**config.mk**
```make
export PLATFORM = sky130hd
export DESIGN_NAME = exp_golomb_decoder
export DESIGN_NICKNAME = d
export VERILOG_FILES = /design/src/rtl/exp_golomb_decoder.sv
export SDC_FILE = /design/constraint.sdc
export NUM_CORES = 1
export LEC_CHECK = 0
export CAP_MARGIN = 20
export CORE_MARGIN = 5
export CORE_UTILIZATION = 54
export CTS_CLUSTER_DIAMETER = 150
export CTS_CLUSTER_SIZE = 20
export DETAILED_ROUTE_END_ITERATION = 8
export GPL_ROUTABILITY_DRIVEN = 0
export MAX_ROUTING_LAYER = met4
export PLACE_DENSITY = 0.76
export SETUP_SLACK_MARGIN = 0.4
export SLEW_MARGIN = 0
export SYNTH_ARGS = -nofsm -noshare
export SYNTH_HDL_FRONTEND = slang
export SYNTH_SLANG_ARGS = --single-unit
```
**constraint.sdc**
```tcl
create_clock -name clk -period 4.7 [get_ports clk]
set_clock_uncertainty 0.1 [all_clocks]
set_input_delay 1.41 -clock clk [delete_from_list [all_inputs] [get_ports clk]]
set_output_delay 1.41 -clock clk [all_outputs]
set_load 0.05 [all_outputs]
```
**src/rtl/exp_golomb_decoder.sv**
```systemverilog
// Streaming order-0 Exp-Golomb decoder: consumes bits from an upstream window
// and presents each decoded unsigned value with a valid/ready handshake.
module exp_golomb_decoder #(
  parameter int WIDTH_OUT      = 8,
  parameter int LOG2_WIDTH_OUT = 3,
  parameter int VALUE_WIDTH    = 32
) (
  input  logic                      clk,
  input  logic                      rst,
  input  logic [WIDTH_OUT-1:0]      window,
  input  logic                      window_ready,
  output logic [LOG2_WIDTH_OUT:0]   pop,
  output logic                      out_valid,
  input  logic                      out_ready,
  output logic [VALUE_WIDTH-1:0]    out_data,
  output logic                      error
);

  localparam int MAX_PREFIX = VALUE_WIDTH - 1;
  localparam int ZC_MAX     = MAX_PREFIX + WIDTH_OUT;
  localparam int ZC_W       = $clog2(ZC_MAX + 1);
  localparam int N_W        = ZC_W + 1;
  localparam int REM_W      = $clog2(VALUE_WIDTH) + 1;
  localparam int P_W        = LOG2_WIDTH_OUT + 1;

  typedef enum logic [1:0] {
    S_PREFIX,
    S_SUFFIX,
    S_OUTPUT,
    S_ERROR
  } state_t;

  state_t                 state, state_next;
  logic [ZC_W-1:0]        zero_cnt, zero_cnt_next;
  logic [REM_W-1:0]       remaining, remaining_next;
  logic [VALUE_WIDTH-1:0] acc, acc_next;
  logic [VALUE_WIDTH-1:0] out_data_next;

  logic [P_W-1:0]         lead_zeros;
  logic                   all_zero;
  logic [N_W-1:0]         prefix_len;
  logic [N_W-1:0]         zc_sum;
  logic [P_W-1:0]         suffix_k;
  logic [VALUE_WIDTH-1:0] suffix_bits;
  logic [VALUE_WIDTH-1:0] acc_shifted;
  logic [REM_W-1:0]       remaining_after;

  // Ascending scan: the last set bit found is the most significant one.
  always_comb begin
    all_zero   = (window == '0);
    lead_zeros = P_W'(WIDTH_OUT);
    for (int unsigned i = 0; i < WIDTH_OUT; i++) begin
      if (window[i]) lead_zeros = P_W'(WIDTH_OUT - 1 - i);
    end
  end

  always_comb begin
    state_next      = state;
    zero_cnt_next   = zero_cnt;
    remaining_next  = remaining;
    acc_next        = acc;
    out_data_next   = out_data;
    pop             = '0;

    prefix_len      = N_W'(zero_cnt) + N_W'(lead_zeros);
    zc_sum          = N_W'(zero_cnt) + N_W'(WIDTH_OUT);
    suffix_k        = (remaining < REM_W'(WIDTH_OUT)) ? P_W'(remaining) : P_W'(WIDTH_OUT);
    // Top-k window bits, right-aligned; equivalent to window[WIDTH_OUT-1 -: k].
    suffix_bits     = VALUE_WIDTH'(window >> (WIDTH_OUT - int'(suffix_k)));
    acc_shifted     = acc << suffix_k;
    remaining_after = remaining - REM_W'(suffix_k);

    unique case (state)
      S_PREFIX: begin
        if (window_ready) begin
          if (all_zero) begin
            pop = P_W'(WIDTH_OUT);
            zero_cnt_next = (zc_sum > N_W'(ZC_MAX)) ? ZC_W'(ZC_MAX) : ZC_W'(zc_sum);
            if (zc_sum > N_W'(MAX_PREFIX)) state_next = S_ERROR;
          end else begin
            pop           = lead_zeros + P_W'(1);
            zero_cnt_next = '0;
            if (prefix_len > N_W'(MAX_PREFIX)) begin
              state_next = S_ERROR;
            end else if (prefix_len == '0) begin
              acc_next      = VALUE_WIDTH'(1);
              out_data_next = '0;
              state_next    = S_OUTPUT;
            end else begin
              acc_next       = VALUE_WIDTH'(1);
              remaining_next = REM_W'(prefix_len);
              state_next     = S_SUFFIX;
            end
          end
        end
      end
      S_SUFFIX: begin
        if (window_ready) begin
          pop            = suffix_k;
          acc_next       = acc_shifted | suffix_bits;
          remaining_next = remaining_after;
          if (remaining_after == '0) begin
            out_data_next = acc_next - VALUE_WIDTH'(1);
            state_next    = S_OUTPUT;
          end
        end
      end
      S_OUTPUT: begin
        if (out_ready) state_next = S_PREFIX;
      end
      S_ERROR: begin
      end
      default: state_next = S_PREFIX;
    endcase

    if (!rst) pop = '0;
  end

  always_ff @(posedge clk or negedge rst) begin
    if (!rst) begin
      state     <= S_PREFIX;
      zero_cnt  <= '0;
      remaining <= '0;
      acc       <= '0;
      out_data  <= '0;
    end else begin
      state     <= state_next;
      zero_cnt  <= zero_cnt_next;
      remaining <= remaining_next;
      acc       <= acc_next;
      out_data  <= out_data_next;
    end
  end

  assign out_valid = (state == S_OUTPUT);
  assign error     = (state == S_ERROR);

endmodule

```
; After elaboration in Yosys (flattened, before gate mapping)
; Cells that the tools add are included.
; Widths: inputs -> output; s select.
[op_classes]
addsub = 6
mul = 0
div_mod_pow = 0
magnitude_cmp = 4
eq_ne = 12
shifts = 2
n_mux = 43
bitwise_logic = 1
reduce_logical = 11
[ops]
columns = op, count
row1 = $mux 32, 10
row2 = $pmux 32 s2, 2
row3 = $mux 4, 13
row4 = $mux 6, 7
row5 = $or 32x32->32, 1
row6 = $shl 32x4->32, 1
row7 = $shr 8x32->32, 1
row8 = $sub 32x1->32 const B, 1
row9 = $mux 2, 8
row10 = $gt 7x5->1 const B, 2
row11 = $ne 2x2->1 const B, 7
row12 = $pmux 6 s2, 1
row13 = $reduce_and 6->1, 2
row14 = $logic_not 8->1, 1
row15 = $pmux 4 s2, 1
row16 = $add 6x4->7, 1
row17 = $add 6x4->7 const B, 1
row18 = $gt 7x6->1 const B, 1
row19 = $logic_not 7->1, 1
row20 = $reduce_and 7->1, 1
row21 = $logic_not 6->1, 1
row22 = $lt 6x4->1 const B, 1
row23 = $pmux 2 s3, 1
row24 = $sub 6x4->6, 1
row25 = other kinds (11), 12
[word_totals]
reg_bits = 78
latch_bits = 0
ram_bits = 0
rom_bits = 0
in_bits = 12
output_inout_bits = 38
elab_cells = 84
memories = 0

; Longest topological paths before layout
[logic_depth]
ltp_word = 15
ltp_mapped = 19
ltp_nobuf = 18

; Worst setup path after synthesis
; No wires, ideal clock.
[synth_timing]
path_kind = input port to output port
from = input window[5]
to = output pop[3]
t_arrival_ns = 3.154
t_required_ns = 3.190
slack_ns = 0.036
cell_stages = 7
path_buffers = 0
cell_sequence = nor4_1 -> nand2_1 -> inv_1 -> nand2_1 -> o21ai_0 -> a41oi_1 -> nor2_1
[synth_via]
elab_chain_len = 8
word_cells_on_any_way = 9
cone_classes = 1 x add/sub / 7 x mux / 1 x reduce/logical
[synth_rtl]
columns = item, line_no
row1 = start: declaration, 10  ; input logic [WIDTH_OUT-1:0] window,
row2 = $mux 4 (3 in series), 53  ; if (window[i]) lead_zeros = P_W'(WIDTH_OUT - 1 - i);
row3 = $add 4x1->4, 81  ; pop = lead_zeros + P_W'(1);
row4 = $mux 4 *, 76  ; if (all_zero) begin
row5 = $mux 4 *, 75  ; if (window_ready) begin
row6 = $pmux 4 s2 *, 73  ; unique case (state)
row7 = $mux 4 *, 116  ; if (!rst) pop = '0;
row8 = end: declaration, 12  ; output logic [LOG2_WIDTH_OUT:0] pop,
; Mark *: on every way between the ends. The rest lies on a longest branch, timed or not.

; Worst setup path in the final report
[layout_timing]
from = input window[3]
to = register out_data[30]
[layout_via]
elab_chain_len = 9
word_cells_on_any_way = 19
cone_classes = 2 x add/sub / 1 x order compare / 3 x eq/ne / 1 x shift / 8 x mux / 1 x bitwise / 3 x reduce/logical
[layout_rtl]
columns = item, line_no
row1 = $mux 4 (5 in series), 53
row2 = $add 6x4->7, 65  ; prefix_len = N_W'(zero_cnt) + N_W'(lead_zeros);
row3 = $gt 7x5->1 / $logic_not 7->1 (equally long branches), "83, 85"
row4 = $ne 2x2->1 (no source line), --
row5 = $reduce_and 7->1 (no source line), --
row6 = end signal: assignment, 131  ; out_data <= out_data_next;
row7 = end: declaration, 15  ; output logic [VALUE_WIDTH-1:0] out_data,
; Parallel ways exist; a longest one is shown, timed or not. The select of a mux whose other input is x is not followed.
; A chain may end at the register's enable or synchronous reset.

==> results.txt <==
On the critical path the largest part of the delay comes from compound AO/OA/AOI/OAI gates. Headroom to the max-slew limit came out at 30.7%. Of the synthesized area, sequential elements account for 30.0%.

The leakage component of the power came out at 0.00332 uW. The number of different library cells in the post-synthesis netlist is 82. Once the floorplan was initialized, standard cells occupied 55.3% of the core. Timing would allow up to 0.227 GHz. The async set-or-reset flop fraction in the synthesized netlist is 100%.

Averaged over all synthesized cells, the footprint is 7.94 um2. The length in cells of the worst reg-to-reg path came out at 16. The slack of the critical path is 0.293 ns. The most critical setup path has its startpoint at window[3].

The critical setup path kind is primary input to register. In this run the critical register-to-register path is captured at out_data[30]$_DFFE_PN0P_. The launching point of the worst reg2reg path is remaining[3]$_DFFE_PN0P_. The ratio of total power to cell area is 791 nW/um2.

The total power is 6520 uW. Counting both buffers and inverters, the worst setup path holds a total of 5. The total grt overflow came out at 0. The total wire length came out at 22.0 mm. The worst setup slack before clock tree synthesis is -0.387 ns.

By area the synthesized netlist is led by sky130_fd_sc_hd__dfrtp_1 (30%), sky130_fd_sc_hd__nand2_1 (7.5%), sky130_fd_sc_hd__o21ai_0 (4.7%). For this run, design rule violations remaining after detail routing come to 36. In the final layout, the multi-input gates occupy 4440 um2. The clock tree synthesis step divided the H-tree into 3 levels. The horizontal die dimension is 118 um. The most used flip-flop cell after synthesis is sky130_fd_sc_hd__dfrtp_1. The highest-utilization routing layer at the global route stage is met2. The final reports fail on design-rule violations. The run finished, with violations left. The actual transition at the worst max-transition pin is 1.03 ns. The post-detailed-route wirelength per cell is 21.2 um. The die height is 118 um. VDD sags by at most 606 uV. Ranked by instance count, the synthesized netlist is headed by sky130_fd_sc_hd__nand2_1 (127), sky130_fd_sc_hd__dfrtp_1 (76), sky130_fd_sc_hd__nor2_1 (66). The endpoint required time on the critical path came out at 4.88 ns. The worst hold path begins at acc[31]$_DFFE_PN0P_. The cell depth of the worst min-delay path is 2. In the global route stage, met3 resource usage came out at 6.02%. The register-to-register setup slack came out at 0.42 ns.

The number of vias in the routed layout came out at 7123. The total setup violations reported at the end of the flow came out at 0. The path with the worst hold slack has its endpoint at acc[31]$_DFFE_PN0P_. The area growth from synthesis to final layout is 30.1%. The number of antenna violations at the first check in global routing came out at 0. In this run the standard cell core region covers 11500 um2. The wire length of the first global-routing pass came out at 34.3 mm. The clock latency of the later-clocked register in the worst-skew pair came out at 0.34 ns.

The boundary pin count is 50. The top fanout value on the critical path is 4. The clock period minus worst slack is 4.41 ns. The tightest min-delay check is of the register to register type.

The worst path arrival time came out at 4.58 ns. The tightest hold path in the finished design has a slack of 0.384 ns. TritonCTS built the clock tree. The number of nets with antenna violations after detailed routing came out at 0. The worst setup path is captured at a register.

The number of max-slew violations in the final report is 0. The number of inserted diodes is 0. The via count of the first global-routing pass is 6621. The total routing resource utilization after global routing came out at 30.3%. The largest buffer count on any clock path is 2. The placement row count is 39. The number of register bits inferred by synthesis is 76. The register area came out at 1900 um2. The number of max-cap violations is 0. The met1 global-route usage is 43.3%.

Traced cell by cell, the critical path runs through buf_6 -> buf_6 -> buf_6 -> mux2_4 -> a22oi_2 -> o22ai_2 -> a211oi_2 -> ha_2 -> inv_2 -> a2111oi_4 -> o2111ai_2 -> nor4_4 -> buf_4 -> nand2_2 -> or4b_1 -> nand3_1. The area of the die is 14000 um2. Setup repair after global routing could not meet its margin everywhere. In the routed layout, each cell is associated on average with a via count of 6.86. The count of buffers inserted at the top-level ports came out at 49.

In this run, synthesis inferred 0 flip-flops with an integrated enable. The cell that appears most often on the critical path is sky130_fd_sc_hd__buf_6. The warning count from the yosys run came out at 0. After layout, the worst path uses 93.8% of the clock period. In the synthesized netlist, the number of instances is 798. The fraction of layout instances using a drive strength above 1 came out at 23.4%. The number of endpoints with negative hold slack in the final report is 0. The total iterations of the first detailed-routing run is 9. The number of buffers inserted during clock tree synthesis came out at 9.

The largest net degree at the start of global routing is 77. For this run, the slowest stage of the critical path takes 0.47 ns. The clock-pin slew of the registers on the worst-case setup and hold paths came out at 0.07 ns.

The clock root buffer master is sky130_fd_sc_hd__clkbuf_16. The share of Yosys cell area claimed by the top area cell type came out at 30.0%. The total negative slack came out at 0 ns.

Buffers inserted to repair hold after CTS numbered 0. The critical path runs through a total of 16 cells. The cell area after synthesis came out at 6340 um2. For this design, the slowest cell found on the critical path is sky130_fd_sc_hd__or4b_1. The wire-length estimate of the detail-placed layout is 14.0 mm. The clock drives 76 sinks. The number of fill cells came out at 779.

The met2 demand-to-capacity share in global routing is 43.9%. Yosys instantiated no cell more often than sky130_fd_sc_hd__nand2_1. The biggest area contributor in the post-synthesis netlist is sky130_fd_sc_hd__dfrtp_1. The startpoint kind of the worst setup timing path is a primary input. The net count of the finished layout came out at 918.

The number of nets handed over by synthesis was 825. The number of DRC markers after the initial detailed-route iteration came out at 923.
what timing repair did:
action,CTS,global route
pin swaps,16,32
gates resized for setup,49,60
setup endpoints to repair,75,76
setup buffers,8,9
metrics by stage:
step | instances | utilization (%) | cell area [um2]
3_3_place_gp | 1006 | 64.9 | 7440
4_1_cts | 1029 | 69.2 | 7930
3_5_place_dp | 1006 | 64.9 | 7440
2_1_floorplan | 798 | - | 6400
5_1_grt | 1038 | 71.9 | 8250
6_report | 1038 | 71.9 | 8250
how the worst max path moves through the flow:
stage / slack [ns] / end
2_1_floorplan: 0.38 / out_data[31]$_DFFE_PN0P_
3_3_place_gp: -0.22 / out_data[30]$_DFFE_PN0P_
3_5_place_dp: -0.39 / out_data[31]$_DFFE_PN0P_
4_1_cts: 0.31 / pop[2]
5_1_grt: 0.21 / out_data[30]$_DFFE_PN0P_
6_report: 0.29 / out_data[30]$_DFFE_PN0P_
tightest hold or removal path, delay by kind of cell (launching register included):
| kind | cells | cell delay, ns |
|---|---|---|
| DFF | 1 | 0.34 |
| AOI/OAI and AO/OA | 1 | 0.05 |
| and+or+nand+nor | 1 | 0.06 |
routing by layer:
layer  vias up  routed length, um  part of all wire, %
met5         -                  0                    0
met4         0                650                  3.0
met3       106               2630                   12
met2       556               9680                   44
met1      3323               9000                   41
li1       3138                  -                    -
sequential cells by signal, indices dropped and copies added (netlist names):
| register | count |
|---|---|
| out_data | 32 |
| zero_cnt | 4 |
| remaining | 6 |
| state | 2 |
| acc | 32 |
placed cells by master, fill, tap and decap left out, types with 10 or more instances in the layout:
cell type	instances
sky130_fd_sc_hd__xnor2_1	15
sky130_fd_sc_hd__clkdlybuf4s50_1	35
sky130_fd_sc_hd__o22ai_1	10
sky130_fd_sc_hd__mux2i_1	20
sky130_fd_sc_hd__o21ai_1	11
sky130_fd_sc_hd__buf_6	13
sky130_fd_sc_hd__nand3_1	10
sky130_fd_sc_hd__nor2_1	59
sky130_fd_sc_hd__nor2b_1	11
sky130_fd_sc_hd__dfrtp_1	74
sky130_fd_sc_hd__o211ai_1	12
sky130_fd_sc_hd__a21oi_1	37
sky130_fd_sc_hd__inv_1	23
sky130_fd_sc_hd__o21ai_0	52
sky130_fd_sc_hd__a211oi_1	10
sky130_fd_sc_hd__ha_1	10
sky130_fd_sc_hd__nand2_1	124
sky130_fd_sc_hd__o31ai_1	30
sky130_fd_sc_hd__buf_4	84
sky130_fd_sc_hd__a31oi_1	11
power by group:
group          internal, uW  total, uW  switching (uW)
clock                   517        809             292
sequential              819       1040             219
combinational          1750       4680            2930
total                  3080       6520            3440
logic make-up after synthesis:
logic type | count (synthesis) | share of synthesized area [%]
xor+xnor | 27 | 3.73
fa+ha+maj | 15 | 3.08
buf+inv | 90 | 6.04
flops | 76 | 30.0
mux | 31 | 5.29
compound gates | 267 | 29.2
other cells | 1 | 0.0592
simple gates | 291 | 22.6
final cells by class:
type	count	share of cell area, %
clock inverters	6	1.35
flip-flops and latches	76	23.1
multi-input cells	632	53.8
repair buffers	144	15.6
inverters	28	1.30
well taps	143	2.17
clock buffers	9	2.73
Note: power is estimated with default switching activity, not from simulation.
